**src/rtl/power_mon_pkg.sv**
```systemverilog
// Shared definitions for the switching-activity monitors.
//   mon_state_e : monitor control states
//   cnt_w()     : bits needed to hold a count in 0..window
//   idx_w()     : bits needed to index `width` nets (minimum 1)
//   popcount()  : number of set bits in a vector of up to MaxWidth bits
package power_mon_pkg;

  // Widest monitored bus the popcount helper supports.
  localparam int unsigned MaxWidth = 64;

  typedef enum logic [1:0] {
    StIdle,
    StArm,
    StMeasure,
    StDrain
  } mon_state_e;

  function automatic int unsigned cnt_w(input int unsigned window);
    return $clog2(window + 1);
  endfunction

  function automatic int unsigned idx_w(input int unsigned width);
    return (width > 1) ? $clog2(width) : 1;
  endfunction

  function automatic int unsigned popcount(input logic [MaxWidth-1:0] v);
    int unsigned n;
    n = 0;
    for (int i = 0; i < MaxWidth; i++) begin
      if (v[i]) n++;
    end
    return n;
  endfunction

endpackage

```
**src/rtl/toggle_cnt_bank.sv**
```systemverilog
// Bank of per-net toggle counters.
//   clk, rst_n : clock, asynchronous active-low reset
//   clear_i    : zero every counter (wins over en_i)
//   en_i       : add toggle_i[i] to counter i
//   toggle_i   : per-net toggle flags for this sample
//   rd_idx_i   : counter selected onto count_o
//   count_o    : value of the selected counter (0 for out-of-range index)
module toggle_cnt_bank
  import power_mon_pkg::*;
#(
  parameter int unsigned WIDTH = 5,
  parameter int unsigned CNT_W = 9
) (
  input  logic                      clk,
  input  logic                      rst_n,
  input  logic                      clear_i,
  input  logic                      en_i,
  input  logic [WIDTH-1:0]          toggle_i,
  input  logic [idx_w(WIDTH)-1:0]   rd_idx_i,
  output logic [CNT_W-1:0]          count_o
);

  localparam int unsigned IdxW = idx_w(WIDTH);

  logic [CNT_W-1:0] cnt_q [WIDTH];
  logic [CNT_W-1:0] cnt_d [WIDTH];

  always_comb begin
    for (int i = 0; i < WIDTH; i++) begin
      cnt_d[i] = cnt_q[i];
      if (clear_i) begin
        cnt_d[i] = '0;
      end else if (en_i) begin
        cnt_d[i] = cnt_q[i] + CNT_W'(toggle_i[i]);
      end
    end
  end

  always_ff @(posedge clk or negedge rst_n) begin
    if (!rst_n) begin
      for (int i = 0; i < WIDTH; i++) begin
        cnt_q[i] <= '0;
      end
    end else begin
      for (int i = 0; i < WIDTH; i++) begin
        cnt_q[i] <= cnt_d[i];
      end
    end
  end

  // Compare-based mux so a non-power-of-two WIDTH never indexes past the array.
  always_comb begin
    count_o = '0;
    for (int i = 0; i < WIDTH; i++) begin
      if (rd_idx_i == IdxW'(i)) count_o = cnt_q[i];
    end
  end

endmodule

```
**src/rtl/toggle_activity_monitor.sv**
```systemverilog
// Switching-activity monitor: counts per-net transitions over WINDOW valid samples
// and streams the per-net counts out over a valid/ready handshake.
//   clk, rst_n    : clock, asynchronous active-low reset
//   start         : begin a measurement (only honoured in idle)
//   abort         : return to idle from any state, no results
//   sample_valid  : sample is meaningful this cycle
//   sample        : monitored net values
//   busy          : not idle
//   out_valid     : result beat available
//   out_ready     : consumer accepts beat
//   out_idx       : net index of current beat
//   out_count     : toggle count of net out_idx
//   out_last      : current beat is the final net
//   total         : sum of all toggles of the last measurement
//   done          : one-cycle pulse after the final beat handshake
// WIDTH must not exceed power_mon_pkg::MaxWidth.
module toggle_activity_monitor
  import power_mon_pkg::*;
#(
  parameter int unsigned WIDTH  = 5,
  parameter int unsigned WINDOW = 256
) (
  input  logic                                clk,
  input  logic                                rst_n,
  input  logic                                start,
  input  logic                                abort,
  input  logic                                sample_valid,
  input  logic [WIDTH-1:0]                    sample,
  output logic                                busy,
  output logic                                out_valid,
  input  logic                                out_ready,
  output logic [idx_w(WIDTH)-1:0]             out_idx,
  output logic [cnt_w(WINDOW)-1:0]            out_count,
  output logic                                out_last,
  output logic [$clog2(WIDTH*WINDOW+1)-1:0]   total,
  output logic                                done
);

  localparam int unsigned CntW = cnt_w(WINDOW);
  localparam int unsigned IdxW = idx_w(WIDTH);
  localparam int unsigned TotW = $clog2(WIDTH * WINDOW + 1);

  mon_state_e        state_q, state_d;
  logic [CntW-1:0]   win_q, win_d;
  logic [WIDTH-1:0]  prev_q, prev_d;
  logic [TotW-1:0]   total_q, total_d;
  logic [IdxW-1:0]   idx_q, idx_d;
  logic              done_q, done_d;

  logic              start_acc;
  logic              arm_load;
  logic              count_en;
  logic              window_end;
  logic              beat_fire;
  logic              last_beat;
  logic [WIDTH-1:0]  toggle;
  logic [CntW-1:0]   bank_count;

  assign toggle     = sample ^ prev_q;
  assign start_acc  = (state_q == StIdle) && start && !abort;
  assign arm_load   = (state_q == StArm) && sample_valid && !abort;
  assign count_en   = (state_q == StMeasure) && sample_valid && !abort;
  assign window_end = count_en && (win_q == CntW'(WINDOW - 1));
  assign last_beat  = (idx_q == IdxW'(WIDTH - 1));
  assign beat_fire  = (state_q == StDrain) && out_ready && !abort;

  toggle_cnt_bank #(
    .WIDTH (WIDTH),
    .CNT_W (CntW)
  ) u_bank (
    .clk      (clk),
    .rst_n    (rst_n),
    .clear_i  (start_acc),
    .en_i     (count_en),
    .toggle_i (toggle),
    .rd_idx_i (idx_q),
    .count_o  (bank_count)
  );

  // State register
  always_ff @(posedge clk or negedge rst_n) begin
    if (!rst_n) begin
      state_q <= StIdle;
    end else begin
      state_q <= state_d;
    end
  end

  // Next-state logic; abort overrides every transition.
  always_comb begin
    state_d = state_q;
    if (abort) begin
      state_d = StIdle;
    end else begin
      unique case (state_q)
        StIdle:    if (start)                  state_d = StArm;
        StArm:     if (sample_valid)           state_d = StMeasure;
        StMeasure: if (window_end)             state_d = StDrain;
        StDrain:   if (out_ready && last_beat) state_d = StIdle;
        default:                               state_d = StIdle;
      endcase
    end
  end

  // Datapath next-state: window counter, previous sample, total, beat index, done.
  always_comb begin
    win_d   = win_q;
    prev_d  = prev_q;
    total_d = total_q;
    idx_d   = idx_q;
    done_d  = 1'b0;

    if (start_acc) begin
      win_d   = '0;
      prev_d  = '0;
      total_d = '0;
      idx_d   = '0;
    end

    // First valid sample only establishes the reference value.
    if (arm_load) prev_d = sample;

    if (count_en) begin
      prev_d  = sample;
      total_d = total_q + TotW'(popcount(MaxWidth'(toggle)));
      win_d   = win_q + CntW'(1);
    end

    if (beat_fire) begin
      if (last_beat) begin
        idx_d  = '0;
        done_d = 1'b1;
      end else begin
        idx_d = idx_q + IdxW'(1);
      end
    end

    if (abort) idx_d = '0;
  end

  always_ff @(posedge clk or negedge rst_n) begin
    if (!rst_n) begin
      win_q   <= '0;
      prev_q  <= '0;
      total_q <= '0;
      idx_q   <= '0;
      done_q  <= 1'b0;
    end else begin
      win_q   <= win_d;
      prev_q  <= prev_d;
      total_q <= total_d;
      idx_q   <= idx_d;
      done_q  <= done_d;
    end
  end

  // Outputs decoded from registered state only.
  always_comb begin
    busy      = (state_q != StIdle);
    out_valid = (state_q == StDrain);
    out_last  = out_valid && last_beat;
    out_count = out_valid ? bank_count : '0;
    out_idx   = idx_q;
    total     = total_q;
    done      = done_q;
  end

endmodule

```
**config.mk**
```make
export PLATFORM = sky130hd
export DESIGN_NAME = toggle_activity_monitor
export DESIGN_NICKNAME = d
export VERILOG_FILES = /design/src/rtl/power_mon_pkg.sv /design/src/rtl/toggle_cnt_bank.sv /design/src/rtl/toggle_activity_monitor.sv
export SDC_FILE = /design/constraint.sdc
export NUM_CORES = 1
export LEC_CHECK = 0
export ABC_AREA = 1
export BUFFER_PORTS_ARGS = -buffer_cell sky130_fd_sc_hd__buf_2
export CORE_UTILIZATION = 45
export CTS_CLUSTER_DIAMETER = 30
export DETAILED_ROUTE_END_ITERATION = 8
export SETUP_SLACK_MARGIN = 0.15
export SKIP_LAST_GASP = 1
export SLEW_MARGIN = 20
export SYNTH_ARGS = -nofsm -noshare
export SYNTH_HDL_FRONTEND = slang
export SYNTH_SLANG_ARGS = --single-unit
```
**constraint.sdc**
```tcl
create_clock -name clk -period 8.8 [get_ports clk]
set_input_delay 1.32 -clock clk [delete_from_list [all_inputs] [get_ports clk]]
set_output_delay 1.32 -clock clk [all_outputs]
set_load 0.05 [all_outputs]
```
; Word level (Yosys, flattened, before mapping)
; Index checks and enable logic that the tools add are counted.
[word_totals]
regBits = 76
latchBits = 0
mem_bits_rw = 0
mem_bits_ro = 0
input_bits = 11
out_inout_bits = 27
word_cells = 100
mem_count = 0
[op_classes]
addsub = 12
multipliers = 0
n_div = 0
n_lt_le_gt_ge = 0
eq_ne = 12
shifts = 0
n_mux = 45
bitwise = 1
n_reduce_logical = 19
[ops]
columns = cell, n
row1 = $mux W9, 18
row2 = $mux W11, 11
row3 = $add A9 B1 Y9, 5
row4 = $add A11 B1 Y11 const B, 4
row5 = $mux W5, 3
row6 = $mux W3, 4
row7 = $add A11 B11 Y11, 1
row8 = $logic_and A1 B1 Y1, 11
row9 = $mux W2, 5
row10 = $add A9 B1 Y9 const B, 1
row11 = $eq A9 B8 Y1 const B, 1
row12 = $ne A3 B3 Y1 const B, 3
row13 = $pmux W2 S4, 1
row14 = $eq A3 B2 Y1 const B, 2
row15 = $reduce_bool A3 Y1, 2
row16 = $xor A5 B5 Y5, 1
row17 = $eq A2 B2 Y1 const B, 2
row18 = $reduce_and A4 Y1, 1
row19 = $reduce_bool A2 Y1, 2
row20 = $add A3 B1 Y3 const B, 1
row21 = $eq A3 B1 Y1 const B, 1
row22 = $eq A3 B3 Y1 const B, 1
row23 = $logic_not A3 Y1, 1
row24 = $mux W1, 3
row25 = 4 further kinds, 4

; Longest topological paths before layout
[logic_depth]
word_depth = 18
ltp_mapped = 27
depth_no_buf = 27

; Hierarchy
; A second synthesis with hierarchy kept.
[unflattened]
cells_unflattened = 774
area_unflattened_um2 = 5226.3
[by_module_without_submodules]
columns = module, instances, cells_each, area_each_um2, seq_area_each_um2
row1 = toggle_cnt_bank, 1, 447, 2944.1, 1126.1
row2 = toggle_activity_monitor, 1, 327, 2282.2, 775.7

; Least setup slack after synthesis
; No wires, ideal clock.
[synth_timing]
kind = input-to-reg
from = input port sample[1]
to = register total_q[5] (netlist: total[5])
setup_ns = 0.120
t_arrival_ns = 3.713
t_required_ns = 8.680
path_slack_ns = 4.968
stages = 24
n_path_buf = 0
path_cell_list = inv_1 > nand2_1 > nand2_1 > ha_1 > inv_1 > nand3_1 > nand2_1 > inv_1 > nand3_1 > nand2_1 > nand2_1 > nand2_1 > ha_1 > nand2_1 > nand3_1 > nand2_1 > inv_1 > ha_1 > a21oi_1 > a21oi_1 > o21ai_0 > o21ai_0 > o21ai_0 > inv_1
[synth_via]
elab_chain_len = 14
[synth_lines]
columns = element, line
row1 = from (decl), toggle_activity_monitor.sv:28  ; input logic [WIDTH-1:0] sample,
row2 = $xor A5 B5 Y5 *, toggle_activity_monitor.sv:59  ; assign toggle = sample ^ prev_q;
row3 = $mux W11 *, power_mon_pkg.sv:30  ; if (v[i]) n++;
row4 = $mux W11 *, toggle_activity_monitor.sv:123  ; if (count_en) begin
row5 = $add A11 B1 Y11, power_mon_pkg.sv:30
row6 = $mux W11 *, power_mon_pkg.sv:30
row7 = $mux W11 *, toggle_activity_monitor.sv:123
row8 = $add A11 B1 Y11, power_mon_pkg.sv:30
row9 = $mux W11 *, power_mon_pkg.sv:30
row10 = $mux W11 *, toggle_activity_monitor.sv:123
row11 = $add A11 B1 Y11, power_mon_pkg.sv:30
row12 = $mux W11 *, power_mon_pkg.sv:30
row13 = $mux W11 *, toggle_activity_monitor.sv:123
row14 = $add A11 B11 Y11 *, toggle_activity_monitor.sv:125  ; total_d = total_q + TotW'(popcount(MaxWidth'(toggle)));
row15 = $mux W11 *, toggle_activity_monitor.sv:123
row16 = to (signal assigned), toggle_activity_monitor.sv:151  ; total_q <= total_d;
row17 = to (decl), toggle_activity_monitor.sv:46  ; logic [TotW-1:0] total_q, total_d;
; Every way passes the cells marked *; elsewhere a longest branch is shown, timed or not. The select of a mux whose other input is x is not followed.
; A chain may end at the register's enable or synchronous reset.

; Final worst setup path
; Ends and elaborated chain as after synthesis.

==> out/qor.yml <==
routing:
  routedLengthMet1_um: 5830
  routed.top_layer: "met4"
  drtPass1Iterations: 5
  detailedRoute.firstIterationViolations: 189
  met2_length_um: 5290
  route.vias.total: 4451
  final_antenna_net_count: 0
  detailroute.wirelength.met3_um: 403
  vias_per_cell: 5.33
  routed_wire_length_per_instance_um: 14.1
  drt-total-wl_um: 11800
  drt_drc_violations_left: 0
final_layout:
  stdcell_count: 835
  nets: 734
  final_layout_size_suffix_gt1_share_pct: 9.59
  layout.cell_area.non_filler_um2: 5290
  antenna_cells: 0
  area_delta_synth_final_pct: 9.48
  finish.utilization_pct: 51.0
grt:
  overall_overflow_remaining_after_global_route: 0
  initial_antenna_violation_count: 0
  vias_in_the_first_global_route: 4332
  grt_start_max_net_pins: 77
  global_route_wire_length_before_repair_um: 20600
  global_route.usage.total_pct: 23.3
timing:
  max_freq_mhz: 255
  hold_violations: 0
  fin_tns_setup_ps: 0
  relSlewSlack_pct: 52.1
  period_needed_ps: 3920
  slew_viol_final: 0
  finClkSkew_ps: 7.24
  whs_ps: 484
  final-setup-viol-count: 0
  fin_crit_sh_pct: 44.5
  unrepaired_setup_endpoints_after_global_routing: "no"
  worstMarginPinSlew_ps: 719
yosys:
  synthesis.nets: 703
  post_synth.cell_area_avg_um2: 7.28
  yosys.cell_count.top_type: "nand2_1"
  postSynthRegisterBits: 76
  netlist_top_cells_count: "nand2_1 (149), inv_1 (95), dfrtp_1 (76)"
  yosys-top-cells-area: "dfrtp_1 (39%), nand2_1 (12%), inv_1 (7.4%), ha_1 (7.3%), o21ai_0 (6.1%)"
  syn-instance-count: 663
  synth.cell_area_um2: 4830
  synth.largest_area_cell: "dfrtp_1"
  synth_edf_count: 0
  netlist.area_leader.share_pct: 39.4
  synthFlopType: "dfrtp_1"
  synth.lib_cells_used.distinct: 38
  synth-seq-area-share_pct: 39.4
  async_set_or_reset_register_ratio_after_synthesis_pct: 100
  yosys_warnings: 0
placed_design:
  place_congestion: 0.832
  dpl_cell_area_um2: 5090
  post-place-cells: 819
  place.detailed.hpwl_um: 8240
  io_buffers: 37
worst_hold_path:
  hold_path_class: "flop to flop"
pwr:
  power.leakage_nw: 2.61
  worst_ir_drop_vdd_v: 0.000179
  pd_cells_nw_per_um2: 222
worst_setup_path:
  slowest_delay_ps: 350
  timing.critical_path.required_ps: 9050
  critPathMostFrequentCell: "nand2_1"
  critPathMaxFanout: 5
  start_kind: "primary input"
  cpLargestDelayFamily: "adder cells"
  endpoint_kind_of_the_worst_setup_timing_path: "flop"
  worst-endpoint-arrival_ps: 4170
  timing_worst_setup_path_type: "primary input to flop"
  slowest_stage: "ha_1"
  cp_num_buf_inv: 6
floorplanning:
  std_cell_core_area_um2: 10400
  floorplan.initialDensity_pct: 46.6
  dieWidth_um: 106
  num_rows: 37
  design.die.area_um2: 11100
  ioPinCount: 38
  die-height_um: 106
status:
  status: "finished clean"
clock_tree:
  clkSlewWorstSetupHoldPaths_ps: 80
  inserted_clock_buffers: 9
  clkLatencyLatePin_ps: 350
  clk_path_buf_depth: 2
  clock_tree_from_tritoncts: "done"
  post_cts.repair.setup_buffers: 0
  postCtsResizedCells: 0
  h-tree-depth: 3
  ctsHoldBuffers: 0
  clockRootBuffer: "clkbuf_8"
  cts_sinks: 76
job:
  timing.max_cap.violations: 0
## routing by layer
metal / up-vias / GRT usage, %
met4: 0 / 8.83
met5: - / 0
met1: 2097 / 31.9
met2: 84 / 37.7
li1: 2250 / -
met3: 20 / 2.91
## sequential cells by signal (all words and copies together), names as in the netlist
| signal | flops |
|---|---|
| u_bank.cnt_q | 45 |
| total | 11 |
| win_q | 9 |
| prev_q | 5 |
| out_idx | 3 |
| state_q | 2 |
| done | 1 |
## kinds of logic after synthesis
family | synth area share, %
XOR/XNOR | 0.726
adder cells (fa/ha/maj) | 7.67
multiplexers | 0.207
buffers and inverters | 9.74
AO/OA/AOI/OAI | 15.1
other | 0.0777
AND/OR/NAND/NOR | 27.1
flip-flops | 39.4
## cells in the final DEF (no fill, tap or decap), types with 2 or more instances in the layout
master and count:
nand4_1 11, o22ai_1 7, buf_4 2, a22o_1 2, nor2_2 2, o21ai_1 7
inv_2 2, o211ai_1 4, nor2_1 47, nor3_1 26, nand2_1 149, xor2_1 3
ha_1 28, nand3_1 58, inv_1 95, clkbuf_8 12, buf_2 36, nand2_2 3
a32o_1 3, a21oi_1 43, clkinv_2 3, o21ai_0 59, a31oi_1 5, dfrtp_1 76
## worst reg2reg max path: cells and delay by family (launching register included)
family / cells / cell delay, ps
buffers and inverters: 4 / 1220
adders and majority gates: 1 / 230
DFF: 1 / 400
AOI/OAI and AO/OA: 2 / 200
and+or+nand+nor: 4 / 1130
## metrics by stage
step,power (mW),setup WS [ps]
2_1_floorplan,0.807,4970
3_3_place_gp,0.903,4670
3_5_place_dp,0.919,4540
4_1_cts,1.18,4910
5_1_grt,1.28,4580
6_report,1.17,4880
## final timing paths
check                                 start          endpoint  slack (ps)  cells after the start
max                               sample[1]          total[5]        4880                     25
min                        u_bank.cnt_q[35]  u_bank.cnt_q[35]         480                      1
max reg2reg                      state_q[0]  u_bank.cnt_q[17]        5500                     11
min reg2reg                u_bank.cnt_q[35]  u_bank.cnt_q[35]         480                      1
max in group asynchronous             rst_n         prev_q[3]        7320                      1
min in group asynchronous             rst_n  u_bank.cnt_q[26]         980                      1
## report_power, final
group	total [mW]	internal [mW]	switching, mW	leakage [nW]
Clock	0.256	0.124	0.132	0.0982
Combinational	0.491	0.154	0.337	1.46
Sequential	0.425	0.391	0.0334	1.05
## cell type report
cell class / count / area, µm²
clock buffer: 12 / 165
clock inverter: 4 / 22.5
fill: 1068 / 5080
inverter: 97 / 364
multi-input combinational: 471 / 2460
sequential: 76 / 1900
tap: 136 / 170
timing repair buffer: 39 / 206
Power figures use the tool's default switching activity.
